===== config.mk =====
export PLATFORM = sky130hd
export DESIGN_NAME = param_reg_file
export DESIGN_NICKNAME = d
export VERILOG_FILES = /design/src/rtl/param_reg_file.sv
export SDC_FILE = /design/constraint.sdc
export NUM_CORES = 2
export LEC_CHECK = 0
export BUFFER_PORTS_ARGS = -buffer_cell sky130_fd_sc_hd__clkbuf_2
export CAP_MARGIN = 5
export CORE_UTILIZATION = 40
export DETAILED_ROUTE_END_ITERATION = 7
export PLACE_DENSITY = 0.65
export SKIP_CTS_REPAIR_TIMING = 1
export SYNTH_ARGS = -nofsm -noshare
export SYNTH_HDL_FRONTEND = slang
export SYNTH_SLANG_ARGS = --single-unit

===== constraint.sdc =====
create_clock -name Clk -period 4 [get_ports Clk]
set_clock_uncertainty 0.15 [all_clocks]
set_input_delay 1.2 -clock Clk [delete_from_list [all_inputs] [get_ports Clk]]
set_output_delay 1.2 -clock Clk [all_outputs]
set_load 0.02 [all_outputs]

===== src/rtl/param_reg_file.sv =====
// param_reg_file: parametrised 2R/1W register file with registered read ports,
// write-to-read bypass, optional hardwired zero entry and a sequenced clear engine.
module param_reg_file #(
    parameter int                    DATA_WIDTH  = 32,
    parameter int                    ADDR_WIDTH  = 5,
    parameter bit                    ZERO_REG    = 1'b1,
    parameter bit                    BYPASS      = 1'b1,
    parameter logic [DATA_WIDTH-1:0] CLEAR_VALUE = '0
) (
    input  logic                  Clk,
    input  logic                  nRst,
    input  logic [DATA_WIDTH-1:0] data_i,
    input  logic [ADDR_WIDTH-1:0] WriteAddr,
    input  logic                  WriteEn,
    input  logic [ADDR_WIDTH-1:0] ReadA,
    input  logic                  ReadAEn,
    input  logic [ADDR_WIDTH-1:0] ReadB,
    input  logic                  ReadBEn,
    input  logic                  ClearReq,
    output logic [DATA_WIDTH-1:0] data_oA,
    output logic [DATA_WIDTH-1:0] data_oB,
    output logic                  Busy,
    output logic                  ClearDone
);
    localparam int DEPTH = 2 ** ADDR_WIDTH;

    typedef enum logic [1:0] {IDLE, CLEARING, DONE} state_t;

    state_t                state, state_next;
    logic [ADDR_WIDTH-1:0] cnt;
    logic [DATA_WIDTH-1:0] mem [DEPTH];
    logic                  wr_user;
    logic [DATA_WIDTH-1:0] rd_a, rd_b;

    assign Busy      = state == CLEARING;
    assign ClearDone = state == DONE;
    assign wr_user   = WriteEn && !Busy;

    // Clear writes are never forwarded, so a read racing the clear sees pre-clear data.
    assign rd_a = (ZERO_REG && ReadA == '0) ? '0 :
                  (BYPASS && wr_user && WriteAddr == ReadA) ? data_i : mem[ReadA];
    assign rd_b = (ZERO_REG && ReadB == '0) ? '0 :
                  (BYPASS && wr_user && WriteAddr == ReadB) ? data_i : mem[ReadB];

    always_comb begin
        state_next = state;
        case (state)
            IDLE:     state_next = ClearReq ? CLEARING : IDLE;
            CLEARING: state_next = (cnt == '1) ? DONE : CLEARING;
            default:  state_next = IDLE;
        endcase
    end

    always_ff @(posedge Clk or negedge nRst) begin
        if (!nRst) begin
            state <= IDLE;
            cnt   <= '0;
        end else begin
            state <= state_next;
            cnt   <= Busy ? cnt + 1'b1 : '0;
        end
    end

    always_ff @(posedge Clk or negedge nRst) begin
        if (!nRst) begin
            for (int i = 0; i < DEPTH; i++) mem[i] <= '0;
        end else if (Busy) begin
            if (!(ZERO_REG && cnt == '0)) mem[cnt] <= CLEAR_VALUE;
        end else if (WriteEn && !(ZERO_REG && WriteAddr == '0)) begin
            mem[WriteAddr] <= data_i;
        end
    end

    always_ff @(posedge Clk or negedge nRst) begin
        if (!nRst) begin
            data_oA <= '0;
            data_oB <= '0;
        end else begin
            if (ReadAEn) data_oA <= rd_a;
            if (ReadBEn) data_oB <= rd_b;
        end
    end
endmodule


# Word level (Yosys, flattened, before mapping)
# Index checks and enable logic that the tools add are counted.
# Widths: inputs -> output; s select.
[classes] add_sub_neg=1 order_cmp=6 eq_ne=6 mux=22 bitwise=6 n_reduce_logical=15
[ops] op="$mux 1024" n=3
[ops] op="$and 1024x1024->1024" n=1
[ops] op="$bwmux 1024" n=1
[ops] op="$not 1024->1024" n=1
[ops] op="$bmux 32 s5" n=2
[ops] op="$demux 32 s5" n=2
[ops] op="$mux 32" n=10
[ops] op="$ge 6x6->1 const B" n=4
[ops] op="$not 5->6" n=4
[ops] op="$logic_not 5->1" n=4
[ops] op="$lt 6x1->1 const B" n=2
[ops] op="$eq 5x5->1" n=2
[ops] op="$logic_and 1x1->1" n=6
[ops] op="$add 5x1->5 const B" n=1
[ops] op="$eq 5x5->1 const B" n=1
[ops] op="$mux 5" n=1
[ops] op="$pmux 2 s2" n=1
[ops] op="$eq 2x1->1 const B" n=1
[ops] op="$eq 2x2->1 const B" n=1
[ops] op="$logic_not 1->1" n=2
[ops] op="$logic_not 2->1" n=1
[ops] op="$mux 2" n=1
[ops] op="$ne 2x2->1 const B" n=1
[ops] op="$reduce_and 2->1" n=1
[ops] op="other kinds (2)" n=2
[word_totals] register_bits=1095 in_bits=53

# Longest topological paths before layout
[depth] depth_word=9 ltp_mapped=9 depth_no_buf=6

# Worst setup path after synthesis
# OpenSTA, ideal clock, no wires.
[synth_timing] path_kind="input to register" start="in ReadB[0]" end="reg data_oB[0]" setup_ns=0.134 arrival_ns=2.902 slack_ns=0.813 cell_stages=7 path_buffers=3 path_cell_list="buf_2 buf_2 buf_2 mux4_2 mux4_2 inv_1 o21ai_1"
[synth_between] elab_chain_cells=6
[synth_lines] item="start, declared" line="17" source="input logic [ADDR_WIDTH-1:0] ReadB,"
[synth_lines] item="$not 5->6 (implied by the code)" line="43" source="(BYPASS && wr_user && WriteAddr == ReadB) ? data_i : mem[ReadB];"
[synth_lines] item="$bmux 32 s5" line="43"
[synth_lines] item="$mux 32 (implied by the code) (2 in a row)" line="43"
[synth_lines] item="$mux 32" line="43"
[synth_lines] item="$mux 32 *" line="42" source="assign rd_b = (ZERO_REG && ReadB == '0) ? '0 :"
[synth_lines] item="end signal, assigned" line="80" source="if (ReadBEn) data_oB <= rd_b;"
[synth_lines] item="end, declared" line="21" source="output logic [DATA_WIDTH-1:0] data_oB,"
# Mark *: on every way between the ends. The rest lies on a longest branch, timed or not. The select of a mux whose other input is x is not followed.
# A chain may end at the register's enable or synchronous reset.

# Worst setup path after layout
[layout_timing] start="reg state[1]" end="out Busy"
[layout_between] elab_chain_cells=1
[layout_lines] item="start, declared" line="29" source="state_t state, state_next;"
[layout_lines] item="start signal, assigned" line="59" source="state <= state_next;"
[layout_lines] item="$eq 2x1->1" line="35" source="assign Busy = state == CLEARING;"
[layout_lines] item="end, declared" line="22" source="output logic Busy,"
# Every way passes these cells.

==> metrics.yaml <==
clock-root-buffer: "clkbuf_16"
syn_nets: 3844
outcome: "finished, violations left"
power.leakage_nw: 27.4
r2r_cells: 8
ys_types: 47
syn_area_sq_um: 55400
ant_nets: 0
violations: "design-rule violations"
fin_crit_sh_pct: 82.6
dr.pass1.iters: 8
holdCritPathClass: "input port to asynchronous set/reset pin"
netlist_instances: 3786
cts_buffer_depth: 3
place_congestion: 0.875
cts.sink_count: 1095
dr.first_iter.drc_count: 5518
dpl_worst_slack_ns: 0.361
rsz0062_at_grt: "false"
path_cells: "nand2b_2, inv_2, clkbuf_2"
grt_max_degree: 152
fmax_mhz: 303
die_area_sq_um: 140000
slew_viol_final: 0
cts_buffers: 114
finalNonFillerCells: 5560
cp_max_fo: 13
placed_area_sq_um: 58500
grt_first_pass_wirelength_um: 297000
vias_per_cell: 7.26
fin_crit_ns: 3.30
hold_viol_final: 0
grt_usage_pct: 29.0
die_y_um: 374
syn_avg_cell_area_sq_um: 14.6
ctsHtreeMaxLevel: 3
clk_pin_slew_ns: 0.06
yosysWarnings: 0
syn_to_final_growth_pct: 12.8
hpwl_um: 116000
arrival_ns: 1.95
cp-end-kind: "output port"
final-setup-viol-count: 0
synth_area_leaders: "dfrtp_1 49%, mux4_2 23%, a22o_1 16%"
cp-start-kind: "flop"
synthArstFlopShare_pct: 100
clk_latency_ns: 0.73
finalWorstSetupSlack_ns: 0.697
drc: 28
start_util_pct: 40.3
synth_top_area_share_pct: 49.5
io_buffers: 118
design_area_sq_um: 62500
irDropWorstVdd_uv: 369
power_density_nw_per_um2: 485
die_w_um: 374
synth-edff-count: 0
criticalPathCategory: "flop to output port"
tightest_slew_ns: 1.27
route.vias.total: 40400
grt_pass1_vias: 40500
wl_per_cell_um: 36.6
slew_headroom_pct: 15.1
worst_path_max_delay_cell: "dfrtp_1"
synthFlopType: "dfrtp_1"
synth_area_leader_cell: "dfrtp_1"
yosysSeqAreaShare_pct: 49.5
ys_seq_elements: 1095
drv_cap: 0
cts_tree: "built"
cpPeakStageDelay_ns: 0.41
layout-drive-gt1-share_pct: 31.0
setup-tns-final_ns: 0
required_ns: 2.65
dpl.cell_count: 5346
antenna_found_initial: 4
grt_overflow: 0
final_nets: 3726
rows: 136
core_sq_um: 137000
ioPinCount: 119
routed_wl_um: 204000
[cells in the final DEF, fill, tap and decap left out, drive strengths merged, types with 2 or more instances in the layout]
cell type	n
o22ai	31
nand3	11
inv	79
nor4	2
a22oi	128
buf	206
clkbuf	278
nor2b	5
clkinv	24
dfrtp	1095
nor2	40
nand2	102
or2	2
ha	5
xor2	6
diode	4
or3	6
nand2b	3
bufinv	12
nand4	4
and2	4
or4	2
mux4	576
o21ai	66
a222oi	64
clkinvlp	3
xnor2	6
a22o	992
[metal layers]
layer	vias up	GRT usage [%]	wire, um
li1	15200	-	-
met1	21400	38.4	74600
met2	3182	42.6	90700
met3	632	10.0	27800
met4	4	13.7	10500
met5	-	0	27
[state kept, by name (all words and copies together), names as in the netlist]
name,count
state,2
data_oA,32
mem,1024
data_oB,32
cnt,5
[synthesized netlist by cell type (2+ instances only)]
library cell	number
dfrtp_1	1095
a22o_1	992
mux4_2	576
clkbuf_1	289
buf_2	130
a22oi_1	128
nand2_1	79
inv_1	73
a222oi_1	64
o21ai_1	64
buf_1	53
buf_6	40
buf_4	37
nor2_1	32
o22ai_1	31
nand2_2	23
nand3_1	11
nor2_8	7
or3_1	6
xnor2_1	6
xor2_1	6
ha_1	5
nor2b_1	5
and2_1	4
nand4_1	4
inv_2	2
nand2b_1	2
nor4_1	2
or4_1	2
[stage by stage]
stage,hold slack [ns],total power [mW],util (%)
final,0.207,30.3,45.5
after global routing,0.201,31.2,45.4
after detailed placement,0.232,19.0,42.6
after global placement,0.226,18.9,42.6
after floorplan,0.282,16.7,-
after CTS,0.188,30.2,45.4
[critical path: cells and delay by family (launching register included)]
kind                   cells  cell delay [ns]
flip-flops                 1             0.41
AND/OR/NAND/NOR            1             0.35
buffers and inverters      2             0.46
[power by group]
| group | switching [mW] | leakage (nW) | total (mW) | internal, mW |
|---|---|---|---|---|
| logic | 3.30 | 10.2 | 5.80 | 2.50 |
| registers | 0.967 | 15.2 | 13.2 | 12.2 |
| clock network | 4.71 | 1.95 | 11.3 | 6.60 |
| total | 8.98 | 27.4 | 30.3 | 21.3 |
[final timing paths]
path / slack [ns] / from / to
setup / recovery: 0.70 / state[1] / Busy
max in group asynchronous: 2.29 / nRst / mem[974]
hold / removal: 0.21 / nRst / mem[540]
setup reg to reg: 0.93 / state[1] / data_oA[14]
hold reg to reg: 0.24 / mem[994] / mem[994]
min in group Clk: 0.24 / mem[994] / mem[994]
[cell type report]
class                           instances  area [sq um]
Fill cell                           11900         75000
Sequential cell                      1095         27400
Multi-Input combinational cell       2065         25300
Clock buffer                          167          3370
Timing Repair Buffer                  317          3330
Tap cell                             1794          2240
Clock inverter                         43           568
Inverter                               75           282
Antenna cell                            4          10.0
[cell families (layout without fill, tap and decap cells)]
group	Yosys count	after routing	share of synthesized area, %
compound gates	1286	1286	19.7
xor+xnor	12	12	0.190
fa+ha+maj	5	5	0.113
buf+inv	626	602	5.36
flops	1095	1095	49.5
mux	577	577	23.4
other cells	0	4	0
simple gates	185	185	1.77
Power figures use the tool's default switching activity.
